`src/rtl/am_trainer_pkg.sv`:
```
`default_nettype none
// ============================================================================
//  Module      : am_trainer_pkg
//  Description : Shared dimensions, counter width and FSM state type for the
//                associative-memory trainer.
//  Revision    : 1.0 - initial release
// ============================================================================
package am_trainer_pkg;

   // Hypervector length, number of classes and label width.
   localparam int HV_DIMENSION    = 16;
   localparam int CLASSES         = 2;
   localparam int LABEL_WIDTH     = 2;

   // Width of each signed saturating training counter.
   localparam int TRAIN_CNT_WIDTH = 8;

   // Trainer control states.
   typedef enum logic [1:0] {
      ST_ACCUM = 2'd0,
      ST_EMIT  = 2'd1,
      ST_CLEAR = 2'd2
   } state_e;

endpackage : am_trainer_pkg
`default_nettype wire

```
`src/rtl/am_bit_counter.sv`:
```
`default_nettype none
// ============================================================================
//  Module      : am_bit_counter
//  Description : One signed saturating up/down counter with synchronous clear.
//                Reports whether the current and the next count are strictly
//                positive.
//  Revision    : 1.0 - initial release
// ============================================================================
module am_bit_counter #(
   parameter int WIDTH = 8
) (
   input  logic Clk_CI,
   input  logic Rst_RI,
   input  logic Clear_SI,
   input  logic Enable_SI,
   input  logic Up_SI,
   output logic Pos_SO,
   output logic PosNext_SO
);

   localparam logic [WIDTH-1:0] c_cnt_max = {1'b0, {(WIDTH-1){1'b1}}};
   localparam logic [WIDTH-1:0] c_cnt_min = {1'b1, {(WIDTH-1){1'b0}}};

   logic [WIDTH-1:0] cnt_d;
   logic [WIDTH-1:0] cnt_q;

   // Next count: clear wins, otherwise step toward the input bit and stick at the rails.
   always_comb begin
      cnt_d = cnt_q;
      if (Clear_SI) begin
         cnt_d = '0;
      end else if (Enable_SI) begin
         if (Up_SI) begin
            if (cnt_q != c_cnt_max) begin
               cnt_d = cnt_q + WIDTH'(1);
            end
         end else begin
            if (cnt_q != c_cnt_min) begin
               cnt_d = cnt_q - WIDTH'(1);
            end
         end
      end
   end

   // Count register.
   always_ff @(posedge Clk_CI) begin
      if (Rst_RI) begin
         cnt_q <= '0;
      end else begin
         cnt_q <= cnt_d;
      end
   end

   // Strictly positive means sign bit clear and value non-zero; a tie reads as 0.
   assign Pos_SO     = ~cnt_q[WIDTH-1] & (|cnt_q);
   assign PosNext_SO = ~cnt_d[WIDTH-1] & (|cnt_d);

endmodule : am_bit_counter
`default_nettype wire

```
`src/rtl/am_trainer.sv`:
```
`default_nettype none
// ============================================================================
//  Module      : am_trainer
//  Description : Associative-memory trainer. Bundles labelled training
//                hypervectors into per-class saturating counters and, on a
//                finalize request, streams out one thresholded prototype per
//                class, then clears all counters.
//  Revision    : 1.0 - initial release
// ============================================================================
module am_trainer
   import am_trainer_pkg::*;
(
   input  logic                    Clk_CI,
   input  logic                    Reset_RI,
   input  logic                    ValidIn_SI,
   output logic                    ReadyOut_SO,
   input  logic [0:HV_DIMENSION-1] HypervectorIn_DI,
   input  logic [LABEL_WIDTH-1:0]  LabelIn_DI,
   input  logic                    TrainDone_SI,
   output logic                    ValidOut_SO,
   input  logic                    ReadyIn_SI,
   output logic [0:HV_DIMENSION-1] PrototypeOut_DO,
   output logic [LABEL_WIDTH-1:0]  LabelOut_DO,
   output logic                    DropOut_SO
);

   state_e                  state_d, state_q;
   logic [LABEL_WIDTH-1:0]  cls_d, cls_q;
   logic [0:HV_DIMENSION-1] proto_d, proto_q;
   logic                    drop_d, drop_q;

   logic                    accept_w;
   logic                    in_range_w;
   logic                    clear_w;
   logic [LABEL_WIDTH-1:0]  cls_nxt_w;
   logic [CLASSES-1:0]      cls_en_w;

   // Per-class thresholded views of the counter array (current and next value).
   logic [0:HV_DIMENSION-1] pos_w      [CLASSES];
   logic [0:HV_DIMENSION-1] pos_next_w [CLASSES];

   assign ReadyOut_SO = (state_q == ST_ACCUM);
   assign ValidOut_SO = (state_q == ST_EMIT);
   assign clear_w     = (state_q == ST_CLEAR);
   assign accept_w    = ValidIn_SI & ReadyOut_SO;
   assign in_range_w  = (32'(LabelIn_DI) < CLASSES);
   assign cls_nxt_w   = cls_q + LABEL_WIDTH'(1);

   // Counter array: one saturating counter per bit per class.
   for (genvar c = 0; c < CLASSES; c++) begin : g_class
      assign cls_en_w[c] = accept_w & (32'(LabelIn_DI) == c);

      for (genvar i = 0; i < HV_DIMENSION; i++) begin : g_bit
         am_bit_counter #(
            .WIDTH (TRAIN_CNT_WIDTH)
         ) u_bit_counter (
            .Clk_CI     (Clk_CI),
            .Rst_RI     (Reset_RI),
            .Clear_SI   (clear_w),
            .Enable_SI  (cls_en_w[c]),
            .Up_SI      (HypervectorIn_DI[i]),
            .Pos_SO     (pos_w[c][i]),
            .PosNext_SO (pos_next_w[c][i])
         );
      end
   end

   // Next-state logic; the class-0 prototype is taken from the next counter
   // value so that a sample accepted alongside the finalize request is included.
   always_comb begin
      state_d = state_q;
      cls_d   = cls_q;
      proto_d = proto_q;
      drop_d  = accept_w & ~in_range_w;

      case (state_q)
         ST_ACCUM: begin
            if (TrainDone_SI) begin
               state_d = ST_EMIT;
               cls_d   = '0;
               proto_d = pos_next_w[0];
            end
         end

         ST_EMIT: begin
            if (ReadyIn_SI) begin
               if (32'(cls_q) == CLASSES - 1) begin
                  state_d = ST_CLEAR;
               end else begin
                  cls_d = cls_nxt_w;
                  for (int c = 0; c < CLASSES; c++) begin
                     if (32'(cls_nxt_w) == c) begin
                        proto_d = pos_w[c];
                     end
                  end
               end
            end
         end

         ST_CLEAR: begin
            state_d = ST_ACCUM;
         end

         default: begin
            state_d = ST_ACCUM;
         end
      endcase
   end

   // Control and output registers.
   always_ff @(posedge Clk_CI) begin
      if (Reset_RI) begin
         state_q <= ST_ACCUM;
         cls_q   <= '0;
         proto_q <= '0;
         drop_q  <= 1'b0;
      end else begin
         state_q <= state_d;
         cls_q   <= cls_d;
         proto_q <= proto_d;
         drop_q  <= drop_d;
      end
   end

   assign PrototypeOut_DO = proto_q;
   assign LabelOut_DO     = cls_q;
   assign DropOut_SO      = drop_q;

endmodule : am_trainer
`default_nettype wire

```
`config.mk`:
```
export PLATFORM = sky130hd
export DESIGN_NAME = am_trainer
export DESIGN_NICKNAME = d
export VERILOG_FILES = /design/src/rtl/am_trainer_pkg.sv /design/src/rtl/am_bit_counter.sv /design/src/rtl/am_trainer.sv
export SDC_FILE = /design/constraint.sdc
export NUM_CORES = 1
export LEC_CHECK = 0
export ABC_AREA = 1
export BUFFER_PORTS_ARGS = -buffer_cell sky130_fd_sc_hd__buf_2
export CORE_MARGIN = 5
export CORE_UTILIZATION = 42
export CTS_BUF_LIST = sky130_fd_sc_hd__clkbuf_4 sky130_fd_sc_hd__clkbuf_8
export DETAILED_ROUTE_END_ITERATION = 12
export GPL_TIMING_DRIVEN = 0
export PLACE_DENSITY = 0.64
export SETUP_SLACK_MARGIN = 0.5
export SLEW_MARGIN = 20
export SYNTH_ARGS = -nofsm -noshare
export SYNTH_HDL_FRONTEND = slang
export SYNTH_HIERARCHICAL = 1
export SYNTH_SLANG_ARGS = --single-unit
```
`constraint.sdc`:
```
create_clock -name Clk_CI -period 10.45 [get_ports Clk_CI]
set_clock_uncertainty 0.15 [all_clocks]
set_input_delay 2.09 -clock Clk_CI [delete_from_list [all_inputs] [get_ports Clk_CI]]
set_output_delay 2.09 -clock Clk_CI [all_outputs]
set_load 0.02 [all_outputs]
```
==> results.md, run 1 <==
* Largest voltage drop on the vdd net at 0.09371 mV
* Crit path kind: flip-flop to output port
* Worst-margin pin slew at 0.8091 ns
* Maximum buffer depth of the clock tree at 3
* Largest net degree at the start of global routing at 37
* Detailed-router iteration count before antenna repair at 5
* Post-DR vias/cell at 4.914
* Number of max-cap violations at 0
* Die Span X at 275.6 um
* Arrival @ worst endpoint at 2.07 ns
* Setup-violating endpoint count in the final report at 0
* Clock tree from TritonCTS: done
* Setup repair after global routing missed its margin: false
* Fraction of power consumed by the clock network at 34.3%
* Sequential cell fraction of total power at ~30%
* Pleak at 0.01541 uW
* Fin. Hold Viols at 0
* Clock transition at the registers of the reported paths at 0.06 ns
* Clock root buffer: clkbuf_8
* Depth of the CTS H-tree at 2
* First DRT Iteration DRCs at 2042
* Hold buffer count at CTS at 0
* Initial antenna violation count at 3
* Kind of end point of the critical path: output port
* Clock tree sinks at 277
* Clock period minus final worst setup slack at 4.314 ns
* Clock buffers created by TritonCTS at 58
* Accumulated negative setup slack at 0 ns
* Height of the die at roughly 280 um
* Routed wirelength normalized by instance count at approximately 13 um
* Layout area overhead at 10.08%
* # rows at 97
* Share of post-route cells with drive strength above 1 at 18.35%
* Outcome: completed
* Core occupancy in the finished layout at 46.59%
* Initial Util at about 42%
* Internal power contribution at 2406 uW
* Crit-path max FO at 10
* Core region area at roughly 70000 um^2
* Residual DRC count at 0
* Post-route clock period utilization at 41.29%
* Switching portion of total power at between 30% and 40%
* GP Congestion at around 0.89
* Critical Path Source Type: flip-flop
* Global route total overflow at 0
* Total via count after detailed routing at 29170
* Slew Limit Headroom at roughly 46%
* Detail Placement HPWL at around 56 mm
* Max Fclk at between 200 and 250 MHz
* Aggregate global-route resource usage at 19.43%
* Total power divided by cell area at roughly 120 nW/um^2
* Number of warnings printed during yosys synthesis at 6
* Number of resized instances in the post-cts repair step at 0
* Detailed-route wire length at 75.72 mm
* Via count of the first global-routing pass at 26550
* Number of nets in the layout at 5075
* Area of the mapped netlist at 29640 um^2
* Combinational cell fraction of total power at 34.7%
* Port Buffer Count at between 40 and 50
* Post-CTS setup buffer count at 0
* Die area at 75980 um^2
* Clock network latency to the later pin of the worst-skew pair at about 0.68 ns
* Post-synthesis average cell area at about 6 um^2
* Type of the tightest min-delay check: flip-flop to flip-flop
* Psw at approximately 1400 uW
* Post-synthesis net count at 4958
* Max-slew violation total from the final report at 0
* Worst path required time at 8.21 ns
* Global-route wire length before repair at roughly 130 mm
* Cells after Synth at just under 5000
* Top-level port count at 44
* Antenna viol nets, final at 0
## registers in the layout (all words and copies together), names as in the netlist
register and flops:
state_q 2, LabelOut_DO 2, g_class.g_bit.u_bit_counter/cnt_q 256, PrototypeOut_DO 16
DropOut_SO 1
## area by class of cell
class | count | area [um^2]
timing repair buffer | 57 | 467.9
clock inverter | 16 | 191.4
buffer | 199 | 1635
clock buffer | 87 | 1129
inverter | 555 | 2085
tap | 940 | 1176
sequential | 277 | 5545
antenna | 1 | 2.502
multi-input combinational | 3805 | 20390
fill | 7237 | 37400
## layout by cell type, fill, tap and decap left out, types with 100 or more instances in the layout
cell,n
nand3_1,648
nand2_1,1428
xor2_1,125
nor2_1,490
inv_1,513
nand2_2,259
buf_6,100
a21oi_1,125
dfxtp_1,277
o21ai_0,111
## per-layer routing
layer,global-route usage (%),part of all wire (%),up-vias
li1,-,-,15510
met1,26.60,48,12920
met2,32.40,45,622
met3,2.686,5.2,123
met4,4.689,2.2,2
met5,0,0.017,-
## worst paths after layout
check                                       start                                to  slack, ns  depth (start not counted)
setup / recovery          state_q[1]$_SDFFE_PP0P_                       ValidOut_SO       6.14                          5
hold / removal    PrototypeOut_DO[8]$_SDFFE_PP0P_   PrototypeOut_DO[8]$_SDFFE_PP0P_       0.36                          4
setup reg to reg          state_q[0]$_SDFFE_PP0P_  PrototypeOut_DO[14]$_SDFFE_PP0P_       7.15                         16
hold reg to reg   PrototypeOut_DO[8]$_SDFFE_PP0P_   PrototypeOut_DO[8]$_SDFFE_PP0P_       0.36                          4
## critical path: stages (launching register included)
cell	delay, ns
dfxtp_1	0.32
inv_1	0.15
nand2_2	0.22
inv_2	0.12
buf_2	0.33
buf_2	0.24
## per-stage QoR
stage                     setup slack, ns  cells  hold slack [ns]  cell area [um^2]  power, uW
final                               6.136   5937           0.3589             32620       3837
after global routing                6.018   5937           0.3945             32620       4119
after global placement            -0.5934   5819           0.3508             31030       2532
after floorplan                     3.727   4836           0.4082             29640       2241
after CTS                           6.064   5936           0.3587             32620       3891
after detailed placement            5.709   5833           0.3468             31300       2534
## power by group through the flow
stage / Sequential [uW] / Combinational (uW) / Clock [uW]
after floorplan: 1210 / 1030 / 0
after global placement: 1210 / 1320 / 0
after detailed placement: 1210 / 1320 / 0
after CTS: 1190 / 1330 / 1370
after global routing: 1200 / 1510 / 1420
final: 1190 / 1330 / 1320
Power figures use the tool's default switching activity.
==> run 2: changes to the inputs <==
Settings changed: ABC_AREA 1 to 0.
Clock period 10.45 ns to 4.04 ns, I/O delays scaled along.
==> results.md, run 2 <==
* Outcome: completed
* Total power divided by cell area at 291.9 nW/um^2
* Sequential cell fraction of total power at 38.0%
* Detail Placement HPWL at 46.45 mm
* Top-level port count at 44
* Slew Limit Headroom at 45.27%
* Clock tree sinks at between 200 and 300
* Most common cell on crit path: buf_8
* Critical-path cell with the highest stage delay: dfxtp_1
* Final standard cell count with taps included and fillers excluded at 3817
* Setup repair after global routing missed its margin: false
* Layout area overhead at 12.29%
* Worst hold slack across all endpoints at 0.2994 ns
* Clock period minus final worst setup slack at 3.242 ns
* Clock root buffer: clkbuf_8
* Clock tree from TritonCTS: done
* Area of the mapped netlist at 24190 um^2
* Final design instance area without fill at roughly 27000 um^2
* Max reg flops at 256
* Via count of the first global-routing pass at 21880
* Post-synthesis average cell area at approximately 8.3 um^2
* Die area at 62490 um^2
* Number of warnings printed during yosys synthesis at 6
* Critical path, cell by cell: nor2_2 -> nand2_8 -> nor3_4 -> buf_8 -> buf_8 -> and2_1 -> o21ai_1 -> o22ai_1 -> xor2_1 -> nor3_2 -> a311oi_1 -> nor2_1 -> a211o_1 -> a21oi_1
* Routed wirelength normalized by instance count at 17.05 um
* Pleak at between 0.01 and 0.015 uW
* Switching portion of total power at 31.39%
* Clock buffers created by TritonCTS at 55
* Internal power contribution at 5440 uW
* Cell count after placement at about 3700
* Commonest non-fill, non-tap cells in the layout: dfxtp_1 (277), nor2_1 (224), nand3_1 (209)
* Worst path required time at ~4.5 ns
* Hold buffer count at CTS at 0
* Worst-margin pin slew at roughly 0.8 ns
* Number of max-cap violations at 0
* First DRT Iteration DRCs at 1760
* Core region area at 57370 um^2
* Largest net degree at the start of global routing at 64
* Max-slew violation total from the final report at 0
* Setup-violating endpoint count in the final report at 0
* Max Fclk at 308.5 MHz
* Fin. Hold Viols at 0
* Kind of end point of the critical path: flip-flop
* Global-route wire length before repair at 107.6 mm
* Arrival @ worst endpoint at 3.66 ns
* Initial antenna violation count at 2
* Critical Path Source Type: flip-flop
* # rows at 88
* Accumulated negative setup slack at 0 ns
* Fraction of power consumed by the clock network at 38.5%
* Post-DR vias/cell at between 6 and 7
* Post-route clock period utilization at roughly four fifths
* Type of the tightest min-delay check: primary input to flip-flop
* Number of nets in the layout at 3136
* Total via count after detailed routing at 23230
* Depth of the CTS H-tree at 2
* Share of post-route cells with drive strength above 1 at 21.47%
* Largest Register: g_class.g_bit.u_bit_counter/cnt_q
* Aggregate global-route resource usage at 19.58%
* Port Buffer Count at 43
* Post-place instance area at between 20000 and 30000 um^2
* Clock network latency to the later pin of the worst-skew pair at between 0.6 and 0.7 ns
* Worst stage delay on the critical path at 0.41 ns
* Die Span X at 250.0 um
* Crit path kind: flip-flop to flip-flop
* Post-synthesis net count at about 3000
* Residual DRC count at 0
* Initial Util at 42.16%
* Crit-path max FO at 15
* Power after layout at 7929 uW
* Detailed-route wire length at 65.10 mm
* Most common cell after layout, fill and taps aside: dfxtp_1
* Largest voltage drop on the vdd net at 0.2113 mV
* GP Congestion at 0.8998
* Detailed-router iteration count before antenna repair at 6
* Height of the die at 250.0 um
* Combinational cell fraction of total power at 23.4%
* Antenna viol nets, final at 0
* Maximum buffer depth of the clock tree at 3
* Global route total overflow at 0
* Clock transition at the registers of the reported paths at 0.06 ns
* Psw at 2489 uW
* Cells after Synth at 2898
-- run 2: final timing paths --
kind / from / to / slack (ns) / cells past startpoint
setup / recovery: state_q[0]$_SDFFE_PP0P_ / PrototypeOut_DO[3]$_SDFFE_PP0P_ / 0.80 / 14
hold / removal: ValidIn_SI / DropOut_SO$_SDFF_PP0_ / 0.30 / 3
setup reg to reg: state_q[0]$_SDFFE_PP0P_ / PrototypeOut_DO[3]$_SDFFE_PP0P_ / 0.80 / 14
hold reg to reg: PrototypeOut_DO[1]$_SDFFE_PP0P_ / PrototypeOut_DO[1]$_SDFFE_PP0P_ / 0.30 / 2
-- run 2: area by class of cell --
class / instances / area (um^2)
Antenna cell: 1 / 2.502
Buffer: 153 / 1267
Clock buffer: 91 / 1146
Clock inverter: 3 / 15.01
Fill cell: 5450 / 30210
Inverter: 103 / 386.6
Multi-Input combinational cell: 2365 / 17360
Sequential cell: 277 / 5545
Tap cell: 765 / 957.2
Timing Repair Buffer: 59 / 483.0
-- run 2: metal layers --
metal  track usage [%]  part of all wire (%)
met5                 0                     0
met4             6.643                   2.9
met3             2.605                   4.8
met2             33.28                    47
met1             25.68                    45
-- run 2: metrics by stage --
step / utilization (%) / worst slack (ns)
after floorplan: - / 0.09855
after global placement: 44.84 / -1.543
after detailed placement: 45.29 / 0.3652
after CTS: 47.31 / 0.5191
after global routing: 47.34 / 0.5053
final: 47.34 / 0.7983
-- run 2: critical path, delay by kind of cell, from the launching register on --
family / cells / cell delay [ns]
DFF: 1 / 0.41
xor gates and xnor gates: 1 / 0.23
and+or+nand+nor: 6 / 0.95
AOI/OAI and AO/OA: 5 / 1.00
buffers and inverters: 2 / 0.40
-- run 2: timing repair --
action,4_1_cts,5_1_grt
hold endpoints to repair,0,0
endpoints found under the setup margin,0,13
buffers inserted,0,2
gates resized for setup,0,2
-- run 2: power groups by stage --
stage                     clock network [uW]  logic (uW)  registers, uW
after floorplan                            0        1400           3050
after global placement                     0        1790           3070
after detailed placement                   0        1830           3070
after CTS                               3200        1850           3010
after global routing                    3290        2040           3030
final                                   3060        1860           3020
==> run 3: changes to the inputs <==
Clock period 4.04 ns to 3.15 ns, I/O delays scaled along.
==> results.md, run 3 (synthesis results as in run 2) <==
* Outcome: completed
* Hold Crit Depth at 2
* # rows at 88
* Initial Util at 42.16%
* Kind of end point of the critical path: flip-flop
* Type of the tightest min-delay check: primary input to flip-flop
* Slew Limit Headroom at 40.42%
* Share of post-route cells with drive strength above 1 at a little over a quarter
* Core occupancy in the finished layout at 50.32%
* Clock period minus final worst setup slack at 3.060 ns
* Number of max-cap violations at 0
* Detailed-route wire length at around 69 mm
* Final design instance area without fill at 28870 um^2
* Height of the die at 250.0 um
* First DRT Iteration DRCs at between 1500 and 2000
* Setup repair after global routing missed its margin: true
* Depth of the most critical reg-to-reg path at 17
* Post-route clock period utilization at 97.15%
* Crit path kind: flip-flop to flip-flop
* Clock buffers created by TritonCTS at 57
* Worst hold endpoint: DropOut_SO$_SDFF_PP0_
* Detailed-router iteration count before antenna repair at 6
* Routed wirelength normalized by instance count at 17.61 um
* Max Fclk at 326.8 MHz
* Antenna viol nets, final at 0
* Clock transition at the registers of the reported paths at 0.06 ns
* Clock tree from TritonCTS: done
* Cell count after placement at around 3700
* Port Buffer Count at 43
* Global route total overflow at 0
* Aggregate global-route resource usage at 20.05%
* Reg2Reg Capture Point: PrototypeOut_DO[6]$_SDFFE_PP0P_
* Setup-violating endpoint count in the final report at 0
* Clock tree sinks at 277
* Largest Register: g_class.g_bit.u_bit_counter/cnt_q
* Worst hold start: LabelIn_DI[1]
* Commonest non-fill, non-tap cells in the layout: dfxtp_1 (275), nor2_1 (224), nand3_1 (209)
* Crit-path max FO at 6
* Initial antenna violation count at 3
* Depth of the CTS H-tree at 2
* Post-place instance area at around 26000 um^2
* Arrival @ worst endpoint at 3.50 ns
* Worst reg-to-reg setup slack at 0.09 ns
* Largest net degree at the start of global routing at 57
* Global-route wire length before repair at 110.0 mm
* Total via count after detailed routing at approximately 24000
* Max-slew violation total from the final report at 0
* Final standard cell count with taps included and fillers excluded at 3914
* Detail Placement HPWL at 46.42 mm
* Via count of the first global-routing pass at roughly 22000
* Total area of sequential cells at ~5600 um^2
* Critical Path Source Type: flip-flop
* Maximum buffer depth of the clock tree at 3
* Accumulated negative setup slack at 0 ns
* Most common cell after layout, fill and taps aside: dfxtp_1
* Clock root buffer: clkbuf_8
* Worst path required time at 3.59 ns
* Total power divided by cell area at 363.5 nW/um^2
* Die area at 62490 um^2
* Core region area at 57370 um^2
* Top-level port count at between 40 and 50
* Area of the multi-input gates at 17990 um^2
* Worst-margin pin slew at 0.8937 ns
* Die Span X at 250.0 um
* Max reg flops at 256
* Reg2Reg Launch Point: state_q[0]$_SDFFE_PP0P_
* Residual DRC count at 0
* Layout area overhead at 19.36%
* Largest voltage drop on the vdd net at 0.3016 mV
* Power after layout at approximately 10000 uW
* Pleak at ~0.011 uW
* Number of fill cells in the layout at 5346
* Clock network latency to the later pin of the worst-skew pair at 0.65 ns
* Post-DR vias/cell at 6.102
* Number of nets in the layout at 3227
* Fin. Hold Viols at 0
* GP Congestion at slightly above 0.9
-- run 3: cell count changes in the layout (fill, tap and decap cells not counted), sizes merged --
cell and change:
bufinv +1, diode +1, clkinvlp +1, clkbuf -8, buf +91, clkinv +11
-- run 3: layer usage --
metal | up-vias | GRT usage, % | wire length (um)
met1 | 11440 | 26.32 | 30520
li1 | 11440 | - | -
met5 | - | 0 | 0
met2 | 846 | 33.29 | 32120
met3 | 161 | 3.470 | 4151
met4 | 0 | 7.079 | 2144
-- run 3: cell type report --
cell class / instances / share of cell area (%)
antenna: 2 / 0.01734
buffer: 153 / 4.624
clock buffer: 85 / 3.836
clock inverter: 16 / 0.3727
inverter: 103 / 1.339
multi-input combinational: 2365 / 62.32
sequential: 277 / 19.23
tap: 765 / 3.316
timing repair buffer: 148 / 4.941
-- run 3: worst max-delay path: stages (launching register included) --
cell	delay, ns
dfxtp_4	0.35
nor2_4	0.20
nand2_8	0.07
nor3_4	0.21
buf_12	0.16
buf_12	0.14
buf_12	0.11
buf_4	0.11
clkbuf_16	0.14
buf_4	0.11
nand2_1	0.10
o21ai_0	0.19
o21ai_0	0.13
xor2_1	0.19
a41oi_2	0.18
nor2_1	0.06
a211o_1	0.27
a21oi_2	0.11
-- run 3: per-stage QoR --
stage / setup slack [ns] / hold WS (ns)
after global placement: -2.299 / 0.2993
after detailed placement: -0.5759 / 0.2946
after floorplan: -0.5845 / 0.3782
final: 0.08982 / 0.1518
after CTS: 0.2117 / 0.08001
after global routing: -0.04133 / 0.1282
-- run 3: how the worst max path moves through the flow --
stage                                 start                          endpoint  slack, ns  depth (start not counted)
finish              state_q[0]$_SDFFE_PP0P_   PrototypeOut_DO[6]$_SDFFE_PP0P_       0.09                         17
global route        state_q[0]$_SDFFE_PP0P_   PrototypeOut_DO[5]$_SDFFE_PP0P_      -0.04                         15
CTS                 state_q[1]$_SDFFE_PP0P_  PrototypeOut_DO[10]$_SDFFE_PP0P_       0.21                         15
detailed placement               ValidIn_SI  PrototypeOut_DO[10]$_SDFFE_PP0P_      -0.58                         14
global placement                 ValidIn_SI   PrototypeOut_DO[6]$_SDFFE_PP0P_      -2.30                         12
floorplan           state_q[0]$_SDFFE_PP0P_   PrototypeOut_DO[6]$_SDFFE_PP0P_      -0.58                         12
-- run 3: repair_timing --
| action | CTS | global route |
|---|---|---|
| hold endpoints to repair | 0 | 0 |
| cloned | 2 | 3 |
| gates resized for setup | 71 | 100 |
| pin swaps | 50 | 86 |
| setup endpoints to repair | 137 | 46 |
| setup buffers | 53 | 34 |
| hold buffers | 0 | 0 |
-- run 3: power breakdown --
part	leakage [uW]	internal, uW	total (uW)	switching [uW]
Clock	0.000654	2310	4030	1720
Sequential	0.00225	3660	3870	215
Combinational	0.00820	1190	2590	1400
